[src/rtl/mcp3201_pkg.sv]
// Shared constants, FSM state type and counter types for the dual MCP3201 reader.
// MCP3201_LSB_CHECK_EN lengthens the frame to capture the ADC's LSB-first repeat.
package mcp3201_pkg;

    localparam int unsigned DATA_W_C        = 12;
    localparam int unsigned NULL_EDGE       = 3;
    localparam int unsigned FIRST_DATA_EDGE = NULL_EDGE + 1;
    localparam int unsigned LAST_MSB_EDGE   = FIRST_DATA_EDGE + DATA_W_C - 1;

`ifdef MCP3201_LSB_CHECK_EN
    localparam int unsigned FRAME_EDGES = 26;
`else
    localparam int unsigned FRAME_EDGES = 15;
`endif

    localparam int unsigned EDGE_CNT_W = $clog2(FRAME_EDGES + 1);
    localparam int unsigned HOLD_CNT_W = 4;

    typedef logic [EDGE_CNT_W-1:0] edge_cnt_t;
    typedef logic [HOLD_CNT_W-1:0] hold_cnt_t;

    typedef enum logic [2:0] {
        IDLE,
        WAIT_FALL,
        CONV,
        FINISH,
        CS_HOLD
    } state_e;

    // True for rise counts that carry the MSB-first result bits.
    function automatic logic is_msb_edge(edge_cnt_t cnt);
        return (cnt >= edge_cnt_t'(FIRST_DATA_EDGE)) && (cnt <= edge_cnt_t'(LAST_MSB_EDGE));
    endfunction

endpackage

[src/rtl/mcp3201_dual_reader_if.sv]
// SPI pins and sample-pair outputs of the dual MCP3201 reader.
// master: the reader; slave: the environment driving sclk/start/MISO.
interface mcp3201_dual_reader_if #(
    parameter int unsigned DATA_W = 12
) ();

    logic              sclk_i;
    logic              start_i;
    logic              miso_a_i;
    logic              miso_b_i;
    logic              cs_n_o;
    logic              sclk_o;
    logic              busy_o;
    logic [DATA_W-1:0] data_a_o;
    logic [DATA_W-1:0] data_b_o;
    logic              valid_o;
    logic              err_o;

    modport master (
        input  sclk_i,
        input  start_i,
        input  miso_a_i,
        input  miso_b_i,
        output cs_n_o,
        output sclk_o,
        output busy_o,
        output data_a_o,
        output data_b_o,
        output valid_o,
        output err_o
    );

    modport slave (
        output sclk_i,
        output start_i,
        output miso_a_i,
        output miso_b_i,
        input  cs_n_o,
        input  sclk_o,
        input  busy_o,
        input  data_a_o,
        input  data_b_o,
        input  valid_o,
        input  err_o
    );

endinterface

[src/rtl/mcp3201_shreg.sv]
// Per-channel capture: MSB-first result register and, with MCP3201_LSB_CHECK_EN,
// an LSB-first repeat register compared against result bits B11..B1.
module mcp3201_shreg
    import mcp3201_pkg::*;
#(
    parameter int unsigned DATA_W = DATA_W_C
) (
    input  logic              clock,
    input  logic              reset_n,
    input  logic              i_shift_msb,
    input  logic              i_shift_lsb,
    input  logic              i_miso,
    output logic [DATA_W-1:0] o_data,
    output logic              o_mismatch
);

    logic [DATA_W-1:0] r_msb;

    always_ff @(posedge clock or negedge reset_n) begin
        if (!reset_n) begin
            r_msb <= '0;
        end else if (i_shift_msb) begin
            r_msb <= {r_msb[DATA_W-2:0], i_miso};
        end
    end

    assign o_data = r_msb;

`ifdef MCP3201_LSB_CHECK_EN
    logic [DATA_W-2:0] r_lsb;

    // B1 enters first and ends up at bit 0, lining up with r_msb[DATA_W-1:1].
    always_ff @(posedge clock or negedge reset_n) begin
        if (!reset_n) begin
            r_lsb <= '0;
        end else if (i_shift_lsb) begin
            r_lsb <= {i_miso, r_lsb[DATA_W-2:1]};
        end
    end

    assign o_mismatch = (r_lsb != r_msb[DATA_W-1:1]);
`else
    logic w_unused_lsb;
    assign w_unused_lsb = i_shift_lsb;
    assign o_mismatch   = 1'b0;
`endif

endmodule

[src/rtl/mcp3201_dual_reader.sv]
// Frame controller for two MCP3201 ADCs sharing CS_n and a gated SCLK.
// Optional macro MCP3201_LSB_CHECK_EN enables the LSB-first readback check on err_o.
module mcp3201_dual_reader
    import mcp3201_pkg::*;
#(
    parameter int unsigned DATA_W          = DATA_W_C,
    parameter int unsigned CS_HIGH_PERIODS = 1
) (
    input logic                  clock,
    input logic                  reset_n,
    mcp3201_dual_reader_if.master bus
);

    localparam hold_cnt_t HOLD_TGT   = hold_cnt_t'(CS_HIGH_PERIODS);
    localparam edge_cnt_t EDGE_FRAME = edge_cnt_t'(FRAME_EDGES);
    localparam edge_cnt_t EDGE_LAST  = edge_cnt_t'(LAST_MSB_EDGE);

    state_e            r_state;
    state_e            w_state_d;
    logic              r_sclk_q;
    logic              w_rise;
    logic              w_fall;
    logic              r_cs_n;
    logic              w_cs_n_d;
    logic              r_gate;
    logic              w_gate_d;
    logic              r_sclk_o;
    edge_cnt_t         r_edge_cnt;
    edge_cnt_t         w_edge_d;
    edge_cnt_t         w_edge_inc;
    hold_cnt_t         r_hold_cnt;
    hold_cnt_t         w_hold_d;
    hold_cnt_t         w_hold_inc;
    logic              w_shift_msb;
    logic              w_shift_lsb;
    logic              w_load;
    logic              r_valid;
    logic [DATA_W-1:0] r_data_a;
    logic [DATA_W-1:0] r_data_b;
    logic [DATA_W-1:0] w_sh_a;
    logic [DATA_W-1:0] w_sh_b;
    logic              w_mis_a;
    logic              w_mis_b;

    assign w_rise     = bus.sclk_i & ~r_sclk_q;
    assign w_fall     = ~bus.sclk_i & r_sclk_q;
    assign w_edge_inc = r_edge_cnt + edge_cnt_t'(1);
    assign w_hold_inc = r_hold_cnt + hold_cnt_t'(1);

    always_comb begin
        w_state_d   = r_state;
        w_cs_n_d    = r_cs_n;
        w_gate_d    = r_gate;
        w_edge_d    = r_edge_cnt;
        w_hold_d    = r_hold_cnt;
        w_shift_msb = 1'b0;
        w_shift_lsb = 1'b0;
        w_load      = 1'b0;
        unique case (r_state)
            IDLE: begin
                if (bus.start_i) begin
                    w_state_d = WAIT_FALL;
                end
            end
            WAIT_FALL: begin
                // CS_n drops and the gate opens while sclk is low, so the first
                // ADC edge seen is a full-width rise.
                if (w_fall) begin
                    w_cs_n_d  = 1'b0;
                    w_gate_d  = 1'b1;
                    w_edge_d  = '0;
                    w_state_d = CONV;
                end
            end
            CONV: begin
                if (w_rise) begin
                    w_edge_d    = w_edge_inc;
                    w_shift_msb = is_msb_edge(w_edge_inc);
`ifdef MCP3201_LSB_CHECK_EN
                    w_shift_lsb = (w_edge_inc > EDGE_LAST);
`endif
                    if (w_edge_inc == EDGE_FRAME) begin
                        w_state_d = FINISH;
                    end
                end
            end
            FINISH: begin
                if (w_fall) begin
                    w_gate_d  = 1'b0;
                    w_cs_n_d  = 1'b1;
                    w_hold_d  = '0;
                    w_state_d = CS_HOLD;
                end
            end
            CS_HOLD: begin
                if (w_fall) begin
                    w_hold_d = w_hold_inc;
                    if (w_hold_inc == HOLD_TGT) begin
                        w_load    = 1'b1;
                        w_state_d = IDLE;
                    end
                end
            end
            default: begin
                w_state_d = IDLE;
            end
        endcase
    end

    always_ff @(posedge clock or negedge reset_n) begin
        if (!reset_n) begin
            r_state    <= IDLE;
            r_sclk_q   <= 1'b0;
            r_cs_n     <= 1'b1;
            r_gate     <= 1'b0;
            r_sclk_o   <= 1'b0;
            r_edge_cnt <= '0;
            r_hold_cnt <= '0;
        end else begin
            r_state    <= w_state_d;
            r_sclk_q   <= bus.sclk_i;
            r_cs_n     <= w_cs_n_d;
            r_gate     <= w_gate_d;
            r_sclk_o   <= bus.sclk_i & r_gate;
            r_edge_cnt <= w_edge_d;
            r_hold_cnt <= w_hold_d;
        end
    end

    always_ff @(posedge clock or negedge reset_n) begin
        if (!reset_n) begin
            r_valid  <= 1'b0;
            r_data_a <= '0;
            r_data_b <= '0;
        end else begin
            r_valid <= w_load;
            if (w_load) begin
                r_data_a <= w_sh_a;
                r_data_b <= w_sh_b;
            end
        end
    end

    mcp3201_shreg #(
        .DATA_W (DATA_W)
    ) u_shreg_a (
        .clock       (clock),
        .reset_n     (reset_n),
        .i_shift_msb (w_shift_msb),
        .i_shift_lsb (w_shift_lsb),
        .i_miso      (bus.miso_a_i),
        .o_data      (w_sh_a),
        .o_mismatch  (w_mis_a)
    );

    mcp3201_shreg #(
        .DATA_W (DATA_W)
    ) u_shreg_b (
        .clock       (clock),
        .reset_n     (reset_n),
        .i_shift_msb (w_shift_msb),
        .i_shift_lsb (w_shift_lsb),
        .i_miso      (bus.miso_b_i),
        .o_data      (w_sh_b),
        .o_mismatch  (w_mis_b)
    );

`ifdef MCP3201_LSB_CHECK_EN
    logic r_err;

    always_ff @(posedge clock or negedge reset_n) begin
        if (!reset_n) begin
            r_err <= 1'b0;
        end else if (w_load) begin
            r_err <= w_mis_a | w_mis_b;
        end
    end

    assign bus.err_o = r_err;
`else
    logic w_unused_mis;
    assign w_unused_mis = w_mis_a | w_mis_b;
    assign bus.err_o    = 1'b0;
`endif

    assign bus.cs_n_o   = r_cs_n;
    assign bus.sclk_o   = r_sclk_o;
    assign bus.busy_o   = (r_state != IDLE);
    assign bus.data_a_o = r_data_a;
    assign bus.data_b_o = r_data_b;
    assign bus.valid_o  = r_valid;

endmodule
[src/flat_wrapper.sv]
// flat-port wrapper written by rule: the top's interface ports become plain ports
module mcp3201_dual_reader_flat import mcp3201_pkg::*;
#(
    parameter int unsigned DATA_W          = DATA_W_C,
    parameter int unsigned CS_HIGH_PERIODS = 1
)
  (clock, reset_n, bus_sclk_i, bus_start_i, bus_miso_a_i, bus_miso_b_i, bus_cs_n_o, bus_sclk_o, bus_busy_o, bus_data_a_o, bus_data_b_o, bus_valid_o, bus_err_o);
  mcp3201_dual_reader_if #(.DATA_W(DATA_W)) bus_i ();
  input logic clock;
  input logic reset_n;
  input wire logic [$bits(bus_i.sclk_i)-1:0] bus_sclk_i;
  input wire logic [$bits(bus_i.start_i)-1:0] bus_start_i;
  input wire logic [$bits(bus_i.miso_a_i)-1:0] bus_miso_a_i;
  input wire logic [$bits(bus_i.miso_b_i)-1:0] bus_miso_b_i;
  output wire logic [$bits(bus_i.cs_n_o)-1:0] bus_cs_n_o;
  output wire logic [$bits(bus_i.sclk_o)-1:0] bus_sclk_o;
  output wire logic [$bits(bus_i.busy_o)-1:0] bus_busy_o;
  output wire logic [$bits(bus_i.data_a_o)-1:0] bus_data_a_o;
  output wire logic [$bits(bus_i.data_b_o)-1:0] bus_data_b_o;
  output wire logic [$bits(bus_i.valid_o)-1:0] bus_valid_o;
  output wire logic [$bits(bus_i.err_o)-1:0] bus_err_o;
  assign bus_i.sclk_i = bus_sclk_i;
  assign bus_i.start_i = bus_start_i;
  assign bus_i.miso_a_i = bus_miso_a_i;
  assign bus_i.miso_b_i = bus_miso_b_i;
  assign bus_cs_n_o = bus_i.cs_n_o;
  assign bus_sclk_o = bus_i.sclk_o;
  assign bus_busy_o = bus_i.busy_o;
  assign bus_data_a_o = bus_i.data_a_o;
  assign bus_data_b_o = bus_i.data_b_o;
  assign bus_valid_o = bus_i.valid_o;
  assign bus_err_o = bus_i.err_o;
  mcp3201_dual_reader #(.DATA_W(DATA_W), .CS_HIGH_PERIODS(CS_HIGH_PERIODS)) u_core (.clock(clock), .reset_n(reset_n), .bus(bus_i));
endmodule
[config.mk]
export PLATFORM = sky130hd
export DESIGN_NAME = mcp3201_dual_reader_flat
export DESIGN_NICKNAME = d
export VERILOG_FILES = /design/src/rtl/mcp3201_pkg.sv /design/src/rtl/mcp3201_dual_reader_if.sv /design/src/rtl/mcp3201_shreg.sv /design/src/rtl/mcp3201_dual_reader.sv /design/src/flat_wrapper.sv
export SDC_FILE = /design/constraint.sdc
export NUM_CORES = 1
export LEC_CHECK = 0
export ABC_AREA = 0
export ABC_CLOCK_PERIOD_IN_PS = 6850
export BUFFER_PORTS_ARGS = -buffer_cell sky130_fd_sc_hd__clkbuf_2
export CAP_MARGIN = 20
export CELL_PAD_IN_SITES_DETAIL_PLACEMENT = 1
export CELL_PAD_IN_SITES_GLOBAL_PLACEMENT = 1
export CORE_MARGIN = 5
export CORE_UTILIZATION = 45
export CTS_CLUSTER_SIZE = 10
export DETAILED_ROUTE_END_ITERATION = 10
export PLACE_DENSITY_LB_ADDON = 0.1
export SYNTH_ARGS = -nofsm -noshare
export SYNTH_HDL_FRONTEND = slang
export SYNTH_HIERARCHICAL = 1
export SYNTH_SLANG_ARGS = --single-unit
[constraint.sdc]
create_clock -name clock -period 6.85 [get_ports clock]
set_clock_uncertainty 0.2 [all_clocks]
set_input_delay 0 -clock clock [delete_from_list [all_inputs] [get_ports clock]]
set_output_delay 0 -clock clock [all_outputs]
set_load 0.05 [all_outputs]
==> flow_metrics.env <==
export IMPL_postRouteAntennaNets=0
export IMPL_core_sq_um=5990
export IMPL_dr_total_vias=1712
export IMPL_max_clock_freq_ghz=0.360
export IMPL_syn_nets=210
export IMPL_grt_max_degree=65
export IMPL_post_cts_resized=0
export IMPL_use_met3_pct=3.32
export IMPL_placed_area_sq_um=3030
export IMPL_cts_hold_buf=5
export IMPL_clk_pin_slew_ps=70
export IMPL_antenna_found_initial=0
export IMPL_worstPathCellList="or3b_1 -> or3_1 -> o32ai_4 -> buf_16 -> mux2_1"
export IMPL_setup_tns_final_ps=0
export IMPL_rsz0062_at_grt="false"
export IMPL_min_period_ps=2780
export IMPL_yosys_warnings=6
export IMPL_ios=35
export IMPL_grt_pass1_vias=1902
export IMPL_end_kind="flop"
export IMPL_die_area_sq_um=7930
export IMPL_start_util_pct=46.9
export IMPL_finalPower_mw=0.904
export IMPL_port_buffers=33
export IMPL_syn_inst=200
export IMPL_final_cell_area_sq_um=3290
export IMPL_start_kind="flop"
export IMPL_gp_congestion=0.802
export IMPL_slew_headroom_pct=41.1
export IMPL_clock_path_buffers=2
export IMPL_synthesis_area_sq_um=2810
export IMPL_wl_um=5630
export IMPL_hold_violations=0
export IMPL_grt_use_total_pct=16.0
export IMPL_cp_data_required_time_ps=6850
export IMPL_cts_tree="built"
export IMPL_maxCapViolCount=0
export IMPL_drive_gt1_share_pct=31.7
export IMPL_hp_class="input port to asynchronous set/reset pin"
export IMPL_tightestPinTransition_ps=872
export IMPL_busiest_layer="met2"
export IMPL_drt_iter0_drc=36
export IMPL_critPathTopFamily="simple AND/OR/NAND/NOR gates"
export IMPL_overflow=0
export IMPL_hpwlAfterDp_um=3720
export IMPL_syn_to_final_growth_pct=17.1
export IMPL_wl_per_cell_um=17.5
export IMPL_cp_arrival_ps=2770
export IMPL_cts_sinks=64
export IMPL_worst_path_buf_inv=1
export IMPL_antennaDiodeCount=0
export IMPL_drv_slew=0
export IMPL_fin_crit_sh_pct=40.5
export IMPL_cts_max_level=3
export IMPL_cts_root_buf="clkbuf_8"
export IMPL_worstSetupPathType="flop to flop"
export IMPL_drc=0
export IMPL_final_nets=252
export IMPL_clock_latency_ps=320
export IMPL_outcome="complete, no violations"
export IMPL_setup_viol=0
export IMPL_syn_avg_cell_area_sq_um=14.1
export IMPL_critPathMaxStageDelay_ps=640
export IMPL_critical_path_slowest_cell="dfrtp_1"
export IMPL_firstDrtPassIters=4
export IMPL_dieHeight_um=89.0
export IMPL_grt_met2_usage_pct=26.7
export IMPL_cp_max_fo=20
export IMPL_row_count=28
export IMPL_cts_inserted_buffers=9
export IMPL_die_x_um=89.0
export IMPL_grt_pass1_wl_um=9530
export IMPL_p_per_area_nw_per_um2=275
export IMPL_cts_setup_buffers=0
export IMPL_vias_per_cell=5.33
export IMPL_peakVddDrop_mv=0.148
export IMPL_p_leak_nw=1.62
export IMPL_global_route_usage_met1_pct=19.5
[per-layer routing]
metal / wire (um) / part of all wire, % / vias up
met1: 2480 / 44 / 885
met2: 2860 / 51 / 25
met5: 0 / 0 / -
li1: - / - / 797
met4: 78 / 1.4 / 0
met3: 213 / 3.8 / 5
[state kept, by name, indices dropped and copies added (netlist names)]
register	cells
u_core/bus.cs_n_o	1
u_core/bus.data_a_o	12
u_core/bus.data_b_o	12
u_core/bus.sclk_o	1
u_core/bus.valid_o	1
u_core/r_edge_cnt	4
u_core/r_gate	1
u_core/r_hold_cnt	4
u_core/r_sclk_q	1
u_core/r_state	3
u_core/u_shreg_a/o_data	12
u_core/u_shreg_b/o_data	12
[report_power, final]
part           switching, mW  total [mW]  internal [mW]
logic                 0.0901       0.147         0.0567
clock network          0.133       0.308          0.176
registers             0.0416       0.449          0.408
[layout by cell type (no fill, tap or decap), types with 3 or more instances in the layout]
cell and count:
ha_1 4, and2_1 3, dlygate4sd3_1 5, nand2b_1 3, nor2b_1 3, clkbuf_2 33
nor2_1 6, mux2_4 20, o21ai_0 9, dfrtp_1 63, inv_1 3, mux2_1 23
mux2_2 5, nand2_1 8, clkbuf_8 10, a21oi_1 6
[through the flow]
stage	utilization (%)	hold slack, ps	setup WS [ps]	std cells
after global placement	50.5	-0.469	3940	300
after global routing	55.0	242	3920	321
final	55.0	199	4070	321
after CTS	54.5	213	3840	320
after floorplan	-	-496	4360	200
after detailed placement	50.5	27.7	3860	300
[path summary, 6_finish.rpt]
| kind | start | cells past startpoint | to | slack [ps] |
|---|---|---|---|---|
| hold / removal | reset_n | 3 | u_core/u_shreg_a/o_data[3] | 200 |
| setup / recovery | u_core/r_state[2] | 5 | u_core/bus.data_b_o[9] | 4070 |
| hold reg to reg | u_core/bus.data_b_o[5] | 1 | u_core/bus.data_b_o[5] | 280 |
| setup reg to reg | u_core/r_state[2] | 5 | u_core/bus.data_b_o[9] | 4070 |
| max in group asynchronous | reset_n | 3 | u_core/r_gate | 5730 |
| min in group clock | bus_miso_b_i | 3 | u_core/u_shreg_b/o_data[0] | 250 |
[layout make-up]
type | instances | area (sq um)
Tap cell | 75 | 93.8
Sequential cell | 64 | 1600
Clock inverter | 3 | 42.5
Clock buffer | 12 | 145
Multi-Input combinational cell | 123 | 1140
Timing Repair Buffer | 41 | 258
Fill cell | 606 | 2700
Inverter | 3 | 11.3
[worst reg2reg max path: cells and delay by family, from the launching register on]
| kind | cells | cell delay (ps) |
|---|---|---|
| AO/OA/AOI/OAI | 1 | 270 |
| buffers and inverters | 1 | 230 |
| flip-flops | 1 | 640 |
| multiplexers | 1 | 360 |
| AND/OR/NAND/NOR | 2 | 950 |
Power figures use the tool's default switching activity.
